File: src/rtl/banco_respondedor.sv
// banco_respondedor: bank-side responder for the card controller.
// It captures one deposit or withdrawal request on a rising edge of monto_stb,
// waits LATENCIA cycles, then answers with single-cycle result pulses and the
// updated balance. The card commission is taken from every transaction made
// with a fee-paying card.
module banco_respondedor #(
    parameter logic [31:0] BALANCE_INICIAL = 32'd50000,
    parameter logic [31:0] COMISION        = 32'd500,
    parameter int          LATENCIA        = 2
) (
    input  logic        clk,
    input  logic        rst,
    input  logic        tipo_de_tarjeta,
    input  logic        tipo_trans,
    input  logic [31:0] monto,
    input  logic        monto_stb,
    output logic        entregar_dinero,
    output logic        fondos_insuficientes,
    output logic        balance_actualizado,
    output logic [31:0] balance,
    output logic        ocupado
);

    localparam logic [1:0] S_IDLE      = 2'd0;
    localparam logic [1:0] S_ESPERA    = 2'd1;
    localparam logic [1:0] S_RESPUESTA = 2'd2;

    // The counter is loaded with LATENCIA-1 so that ESPERA lasts exactly LATENCIA edges.
    localparam logic [3:0] CNT_INI = 4'(LATENCIA - 1);

    logic [1:0]  r_estado;
    logic [3:0]  r_cnt;
    logic        r_stb_q;
    logic [31:0] r_monto;
    logic        r_tipo_trans;
    logic        r_tarjeta;
    logic [31:0] r_balance;
    logic        r_entregar;
    logic        r_fondos;
    logic        r_actualizado;
    logic        r_ocupado;

    logic        w_start;
    logic [31:0] w_cargo;
    logic [32:0] w_total;
    logic        w_aprobado;
    logic [31:0] w_saldo_dep;
    logic [31:0] w_saldo_ret;

    // Net credit of a deposit: the commission is taken out first, and never goes below zero.
    function automatic logic [31:0] f_credito(input logic [31:0] m, input logic [31:0] c);
        return (m > c) ? (m - c) : 32'd0;
    endfunction

    // Add in 33 bits and clamp to the largest representable balance.
    function automatic logic [31:0] f_suma_sat(input logic [31:0] a, input logic [31:0] b);
        logic [32:0] s;
        s = {1'b0, a} + {1'b0, b};
        return s[32] ? 32'hFFFF_FFFF : s[31:0];
    endfunction

    assign w_start = monto_stb & ~r_stb_q;

    // Decision datapath, evaluated from the latched request and the current balance.
    always_comb begin
        w_cargo     = r_tarjeta ? COMISION : 32'd0;
        w_total     = {1'b0, r_monto} + {1'b0, w_cargo};
        w_aprobado  = (w_total <= {1'b0, r_balance});
        w_saldo_dep = f_suma_sat(r_balance, f_credito(r_monto, w_cargo));
        // Only used when approved, where the total fits below the balance.
        w_saldo_ret = r_balance - w_total[31:0];
    end

    // Strobe edge detector.
    always_ff @(posedge clk or negedge rst) begin
        if (!rst) r_stb_q <= 1'b0;
        else      r_stb_q <= monto_stb;
    end

    // Request capture; these registers only hold data, so they carry no reset.
    always_ff @(posedge clk) begin
        if (r_estado == S_IDLE && w_start) begin
            r_monto      <= monto;
            r_tipo_trans <= tipo_trans;
            r_tarjeta    <= tipo_de_tarjeta;
        end
    end

    // Transaction FSM, balance register and result pulses.
    always_ff @(posedge clk or negedge rst) begin
        if (!rst) begin
            r_estado      <= S_IDLE;
            r_cnt         <= 4'd0;
            r_balance     <= BALANCE_INICIAL;
            r_entregar    <= 1'b0;
            r_fondos      <= 1'b0;
            r_actualizado <= 1'b0;
            r_ocupado     <= 1'b0;
        end else begin
            r_entregar    <= 1'b0;
            r_fondos      <= 1'b0;
            r_actualizado <= 1'b0;
            case (r_estado)
                S_IDLE: begin
                    // ocupado is still 1 here right after a reply; it drops unless a new start arrives.
                    r_ocupado <= w_start;
                    if (w_start) begin
                        r_cnt    <= CNT_INI;
                        r_estado <= S_ESPERA;
                    end
                end
                S_ESPERA: begin
                    if (r_cnt == 4'd0) r_estado <= S_RESPUESTA;
                    else               r_cnt    <= r_cnt - 4'd1;
                end
                S_RESPUESTA: begin
                    if (r_tipo_trans) begin
                        if (w_aprobado) begin
                            r_balance     <= w_saldo_ret;
                            r_entregar    <= 1'b1;
                            r_actualizado <= 1'b1;
                        end else begin
                            r_fondos      <= 1'b1;
                        end
                    end else begin
                        r_balance     <= w_saldo_dep;
                        r_actualizado <= 1'b1;
                    end
                    r_estado <= S_IDLE;
                end
                default: begin
                    r_estado  <= S_IDLE;
                    r_ocupado <= 1'b0;
                end
            endcase
        end
    end

    assign entregar_dinero      = r_entregar;
    assign fondos_insuficientes = r_fondos;
    assign balance_actualizado  = r_actualizado;
    assign balance              = r_balance;
    assign ocupado              = r_ocupado;

endmodule

File: config.mk
export PLATFORM = sky130hd
export DESIGN_NAME = banco_respondedor
export DESIGN_NICKNAME = d
export VERILOG_FILES = /design/src/rtl/banco_respondedor.sv
export SDC_FILE = /design/constraint.sdc
export NUM_CORES = 1
export LEC_CHECK = 0
export CAP_MARGIN = 40
export CORE_MARGIN = 5
export CORE_UTILIZATION = 55
export CTS_CLUSTER_SIZE = 28
export DETAILED_ROUTE_END_ITERATION = 10
export PLACE_DENSITY = 0.82
export SLEW_MARGIN = 20
export SYNTH_ARGS = -nofsm -noshare
export SYNTH_HDL_FRONTEND = slang
export SYNTH_SLANG_ARGS = --single-unit
File: constraint.sdc
create_clock -name clk -period 4.95 [get_ports clk]
set_input_delay 0.99 -clock clk [delete_from_list [all_inputs] [get_ports clk]]
set_output_delay 0.99 -clock clk [all_outputs]
set_load 0.05 [all_outputs]
==> run metrics, run 1 <==
Residual DRC=0; Setup-failing EPs final=23; ANT cells=0; vias=8973; Post-Synth Adder-Cell Area=0.166; Initial Util=0.559; Primary FF master, synth=dfrtp_1; Crit path arrival time=5350 ps; Cells after Synth=1080; Cell Area, Synth=around 8800 um2; Final period util=1.02; Critical Path Source=r_tarjeta$_DFFE_PP_; commonest non-fill, non-tap cell in the layout=buf_4; post-route ant nets=0; CTS H-tree depth=3; CP endpoint kind=flop; gr ovfl total=0; RD Place Congestion=1.01; Crit Path Max Fanout=7; Avg Cell Area, Syn=8.19 um2; post-synthesis async set-or-reset flop share=0.558; Die X-Extent=137 um; Post-Route Setup TNS=-1010 ps; compound-cell area share of the yosys netlist=0.237; DR WL/cell=19.9 um; Distinct cells, synth=83; largest family of logic cells by synthesized area=compound AO/OA/AOI/OAI gates; root buffer cell=clkbuf_16; TritonRoute pass-1 iters=7; min-delay src=r_cnt[0]$_DFFE_PN0P_; Design Power=8440 uW; Syn Nets=1233; first-pass GRT wire length=41400 um; Rows=46; Final WS setup=-117 ps; Crit Path Class=flop to flop; HP Class=flop to flop; most frequent cells in the layout=buf_4 (113), ha_1 (101), inv_1 (85), nand2_1 (84), nor2_1 (77); Post-Place Setup Slack=-72.1 ps; reg2reg start=r_tarjeta$_DFFE_PP_; pwr dens=737 nW/um2; required time of the critical path=5240 ps; leakage power total=0.00503 uW; DR vias/cell=6.15; Worst setup SP type=flop; Die Y=137 um; sequential area share after synthesis=0.238; violated checks=negative setup slack; YS warnings=0; Slew @ Worst Pin=924 ps; post-synthesis xor/xnor area fraction=0.106; CTS tree=yes; # Max-Cap Violations=0; core area=15800 um2; Max Freq=around 200 MHz; Pins Over Slew Limit=0; clk_skew=13.8 ps; cts bufs inserted=9; iteration-0 DRC count of the detailed router=911; Post-synth EDFFs=34; Slew HR=0.384; CTS sink cnt=77; outcome=finished with violations; Final nets=1392; Post-Synth Simple-Gate Area=0.180; fin crit period=5070 ps; Max IR drop VDD=0.315 mV; number of global-route vias before repair=7971; final WL=around 29000 um; share of cells above drive strength 1=0.207; largest net degree at the start of global routing=44; RSZ-0062 raised after global routing=yes; initial antenna violation count=0; number of I/O pins=between 70 and 80; DIE AREA=18700 um2; mux cell area share after synthesis=0.00736; Core Util, Final=0.724; Max clock buf depth=2; HPWL Detailed=20600 um; P&R area growth vs syn=29.5%; clk slew on worst S/H paths=~70 ps; GRT Resource Usage Total=0.283; port bufs=72; Fin. Hold Viols=0; worst-skew pair later-pin latency=350 ps; Yosys reg bits=slightly below 80
metrics by stage:
step | cells | instance area, um2 | hold WS (ps)
6_report | 1460 | 11500 | 504
3_3_place_gp | 1416 | 10300 | 470
2_1_floorplan | 1080 | 8860 | 469
5_1_grt | 1460 | 11500 | 530
4_1_cts | 1434 | 10700 | 509
3_5_place_dp | 1417 | 10400 | 494
critical path: stages (launching register included):
cell	delay, ps
edfxtp_1	440
inv_2	130
ha_4	210
nor2b_4	130
o21ai_2	150
a21boi_2	90
o21a_1	220
o21a_1	210
or2_4	280
a2111oi_4	390
buf_6	170
clkbuf_16	140
nor2_2	40
ha_1	300
o211ai_1	120
o211ai_1	370
nand3_2	160
a31oi_4	230
o21ai_2	110
buf_4	150
a21oi_4	350
buf_12	190
nor2_4	40
a32o_2	250
o21ai_2	120
per-layer routing:
layer  GRT usage  share of wire  vias up
li1            -              -     4162
met1       0.402           0.41     4214
met2       0.446           0.46      513
met3      0.0551           0.11       84
met4      0.0665          0.029        0
met5           0              0        -
cells in the mapped netlist (5+ instances only):
library cell	instances	area, um2
a2bb2oi_1	5	43.8
clkbuf_1	28	105
xor2_1	42	368
nor4_1	5	31.3
nand3_1	32	160
dfrtp_1	37	926
a21boi_0	5	37.5
a211oi_1	5	37.5
xnor2_1	65	569
ha_1	114	1430
and2_1	7	43.8
nand2b_1	6	37.5
inv_1	87	327
nor3_1	29	145
buf_2	12	60.1
nor2b_1	12	75.1
o21a_1	18	135
and3_1	13	81.3
o21bai_1	13	97.6
a21o_1	36	270
nor2_1	84	315
nand4_1	9	56.3
edfxtp_1	34	1020
or3_1	10	62.6
dfstp_2	6	158
a31oi_1	11	68.8
o31ai_1	6	45.0
o21ai_0	63	315
o22ai_1	16	100
nand2_1	84	315
a21oi_1	82	410
buf_4	5	37.5
or4_1	5	37.5
o221ai_1	6	52.6
kinds of logic after synthesis:
| logic type | count (synthesis) |
|---|---|
| simple gates | 321 |
| compound gates | 314 |
| buf+inv | 139 |
| fa+ha+maj | 116 |
| xor+xnor | 107 |
| flops | 77 |
| mux | 6 |
registers in the layout, indices dropped and copies added, names as in the netlist:
signal and cells:
balance_actualizado 1, r_tipo_trans 1, r_monto 32, entregar_dinero 1
r_stb_q 1, r_estado 2, r_tarjeta 1, r_cnt 4
fondos_insuficientes 1, balance 32, ocupado 1
power by group:
part	switching, uW	internal (uW)
registers	362	907
logic	3710	2800
clock network	282	370
cell type report:
class	instances	area [um2]
Clock buffer	11	254
Clock inverter	5	33.8
Fill cell	1111	4370
Inverter	88	333
Multi-Input combinational cell	864	6660
Sequential cell	77	2100
Tap cell	216	270
Timing Repair Buffer	199	1800
what timing repair did:
item | in CTS | in global routing
pin swaps | 6 | 52
endpoints found under the setup margin | 6 | 34
setup buffers | 1 | 22
resized for setup | 8 | 117
hold buffers | 0 | 0
gates cloned | 0 | 4
path summary, 6_finish.rpt:
check	slack [ps]	to	cells after the start
max	-120	balance[31]$_DFFE_PN0P_	24
min	500	r_cnt[0]$_DFFE_PN0P_	1
max reg2reg	-120	balance[31]$_DFFE_PN0P_	24
min reg2reg	500	r_cnt[0]$_DFFE_PN0P_	1
max in group asynchronous	3750	balance[22]$_DFFE_PN0P_	2
min in group asynchronous	760	r_estado[0]$_DFFE_PN0P_	2
(Power assumes the default switching activity.)
==> run 2: changes to the inputs <==
- CORE_ASPECT_RATIO: unset -> 1.4
- CORE_UTILIZATION: 55 -> 40
- PLACE_DENSITY: 0.82 -> 0.64
==> run metrics, run 2 (synthesis results as in run 1) <==
hold buffers post-CTS=0; first-pass GRT wire length=46300 um; TritonRoute pass-1 iters=5; Critical Path Source=r_tarjeta$_DFFE_PP_; P&R area growth vs syn=33.6%; pwr dens=741 nW/um2; vias=8972; DR WL/cell=19.8 um; Post-Place Setup Slack=-205 ps; number of I/O pins=73; Die Y=186 um; Initial Util=0.405; Slew HR=0.554; met3 wire length=1220 um; HP Class=flop to flop; clk_skew=7.61 ps; Final period util=0.996; Pins Over Slew Limit=0; Crit Path Max Fanout=7; Setup-failing EPs final=0; iteration-0 DRC count of the detailed router=610; share of cells above drive strength 1=0.222; Final WS setup=21.3 ps; DR vias/cell=5.70; worst-skew pair later-pin latency=370 ps; Post-Route Setup TNS=0 ps; Design Power=8760 uW; fill cell count=2067; number of global-route vias before repair=between 8000 and 9000; slowest CP cell=a2111oi_4; CTS H-tree depth=3; WL met1=11000 um; core area=21900 um2; port bufs=between 70 and 80; ANT cells=0; final hold slack=around 520 ps; crit-path cells=inv_2 > buf_4 > ha_1 > a21boi_2 > o21a_1 > o21a_1 > or2_4 > a2111oi_4 > buf_4 > buf_6 > nor2_4 > fa_2 > a211oi_2 > o211ai_1 > nand3_4 > a31oi_4 > o21ai_2 > buf_4 > a21boi_4 > mux2_4 > a2bb2oi_1 > mux2_2; Final nets=1426; required time of the critical path=roughly 5200 ps; largest net degree at the start of global routing=44; slowest stage delay, CP=460 ps; Crit Path Class=flop to flop; gr ovfl total=0; worst reg-to-reg setup slack=20 ps; final WL=31100 um; Crit path arrival time=5180 ps; worst r2r dst=balance[28]$_DFFE_PN0P_; most frequent cells in the layout=buf_4 (141), ha_1 (106), inv_1 (84), nand2_1 (84), nor2_1 (79); clk slew on worst S/H paths=70 ps; post-route ant nets=0; most used cell, CP=buf_4; CTS tree=yes; Fin. Hold Viols=0; root buffer cell=clkbuf_16; GRT Resource Usage Total=0.238; commonest non-fill, non-tap cell in the layout=buf_4; Residual DRC=0; RD Place Congestion=1.01; Max Freq=203 MHz; crit path capture=balance[28]$_DFFE_PN0P_; # Max-Cap Violations=0; CTS sink cnt=77; Slew @ Worst Pin=between 600 and 700 ps; CP endpoint kind=flop; HPWL Detailed=roughly 24000 um; outcome=finished clean; leakage power total=0.00522 uW; Max IR drop VDD=0.557 mV; Worst setup SP type=flop; Rows=64; cts bufs inserted=9; reg2reg start=r_tarjeta$_DFFE_PP_; met2 wire len=15900 um; top sig layer=met4; fin crit period=4930 ps; Max clock buf depth=2; initial antenna violation count=0; Reg2Reg Depth=22; DIE AREA=25200 um2; Die X-Extent=136 um; RSZ-0062 raised after global routing=yes
## run 2: changes by cell type in the layout (fill, tap and decap cells not counted), moves of 3 or more
cell	change
buf_4	+28
buf_6	+5
o22ai_2	+3
nor2_4	-4
o22ai_1	-3
ha_1	+5
ha_2	-4
nand3_2	-3
## run 2: final cells by class
cell class              count  area, um2  area share
well taps                 297        372      0.0314
repair buffers            233       2090       0.177
clock inverters             6       52.6     0.00445
flip-flops and latches     77       2100       0.178
inverters                  88        333      0.0282
multi-input cells         864       6630       0.561
clock buffers              10        239      0.0202
## run 2: worst min path at each step
| stage | startpoint | endpoint | slack (ps) | cells after the start |
|---|---|---|---|---|
| 3_5_place_dp | r_cnt[0]$_DFFE_PN0P_ | r_cnt[0]$_DFFE_PN0P_ | 510 | 1 |
| 5_1_grt | r_cnt[0]$_DFFE_PN0P_ | r_cnt[0]$_DFFE_PN0P_ | 540 | 1 |
| 3_3_place_gp | ocupado$_DFFE_PN0N_ | ocupado$_DFFE_PN0N_ | 460 | 2 |
| 2_1_floorplan | r_cnt[0]$_DFFE_PN0P_ | r_cnt[0]$_DFFE_PN0P_ | 470 | 1 |
| 6_report | r_cnt[0]$_DFFE_PN0P_ | r_cnt[0]$_DFFE_PN0P_ | 520 | 1 |
| 4_1_cts | r_cnt[0]$_DFFE_PN0P_ | r_cnt[0]$_DFFE_PN0P_ | 520 | 1 |
## run 2: per-stage QoR
stage	util	cells	instance area, um2
floorplan	-	1080	8860
global placement	0.490	1533	10700
detailed placement	0.493	1535	10800
CTS	0.508	1552	11100
global route	0.541	1575	11800
finish	0.541	1575	11800
## run 2: what timing repair did
item	in CTS	in global routing
gates resized for setup	11	115
pin swaps	3	52
gates cloned	0	4
endpoints found under the setup margin	30	33
setup buffers	1	20
## run 2: report_power, final
part | leakage [uW] | switching (uW) | internal, uW
Combinational | 0.00424 | 3830 | 3000
Clock | 0.000146 | 327 | 363
Sequential | 0.000829 | 344 | 906
## run 2: metal layers
layer,global-route usage,vias up
met2,0.438,316
met1,0.235,4248
met3,0.0322,159
met5,0,-
met4,0.198,0
li1,-,4249
## run 2: worst max-delay path: cells and delay by family, from the launching register on
family,cells,cell delay (ps)
compound gates,10,1990
buf+inv,5,710
fa+ha+maj,2,670
mux,2,570
simple gates,3,470
flops,1,400
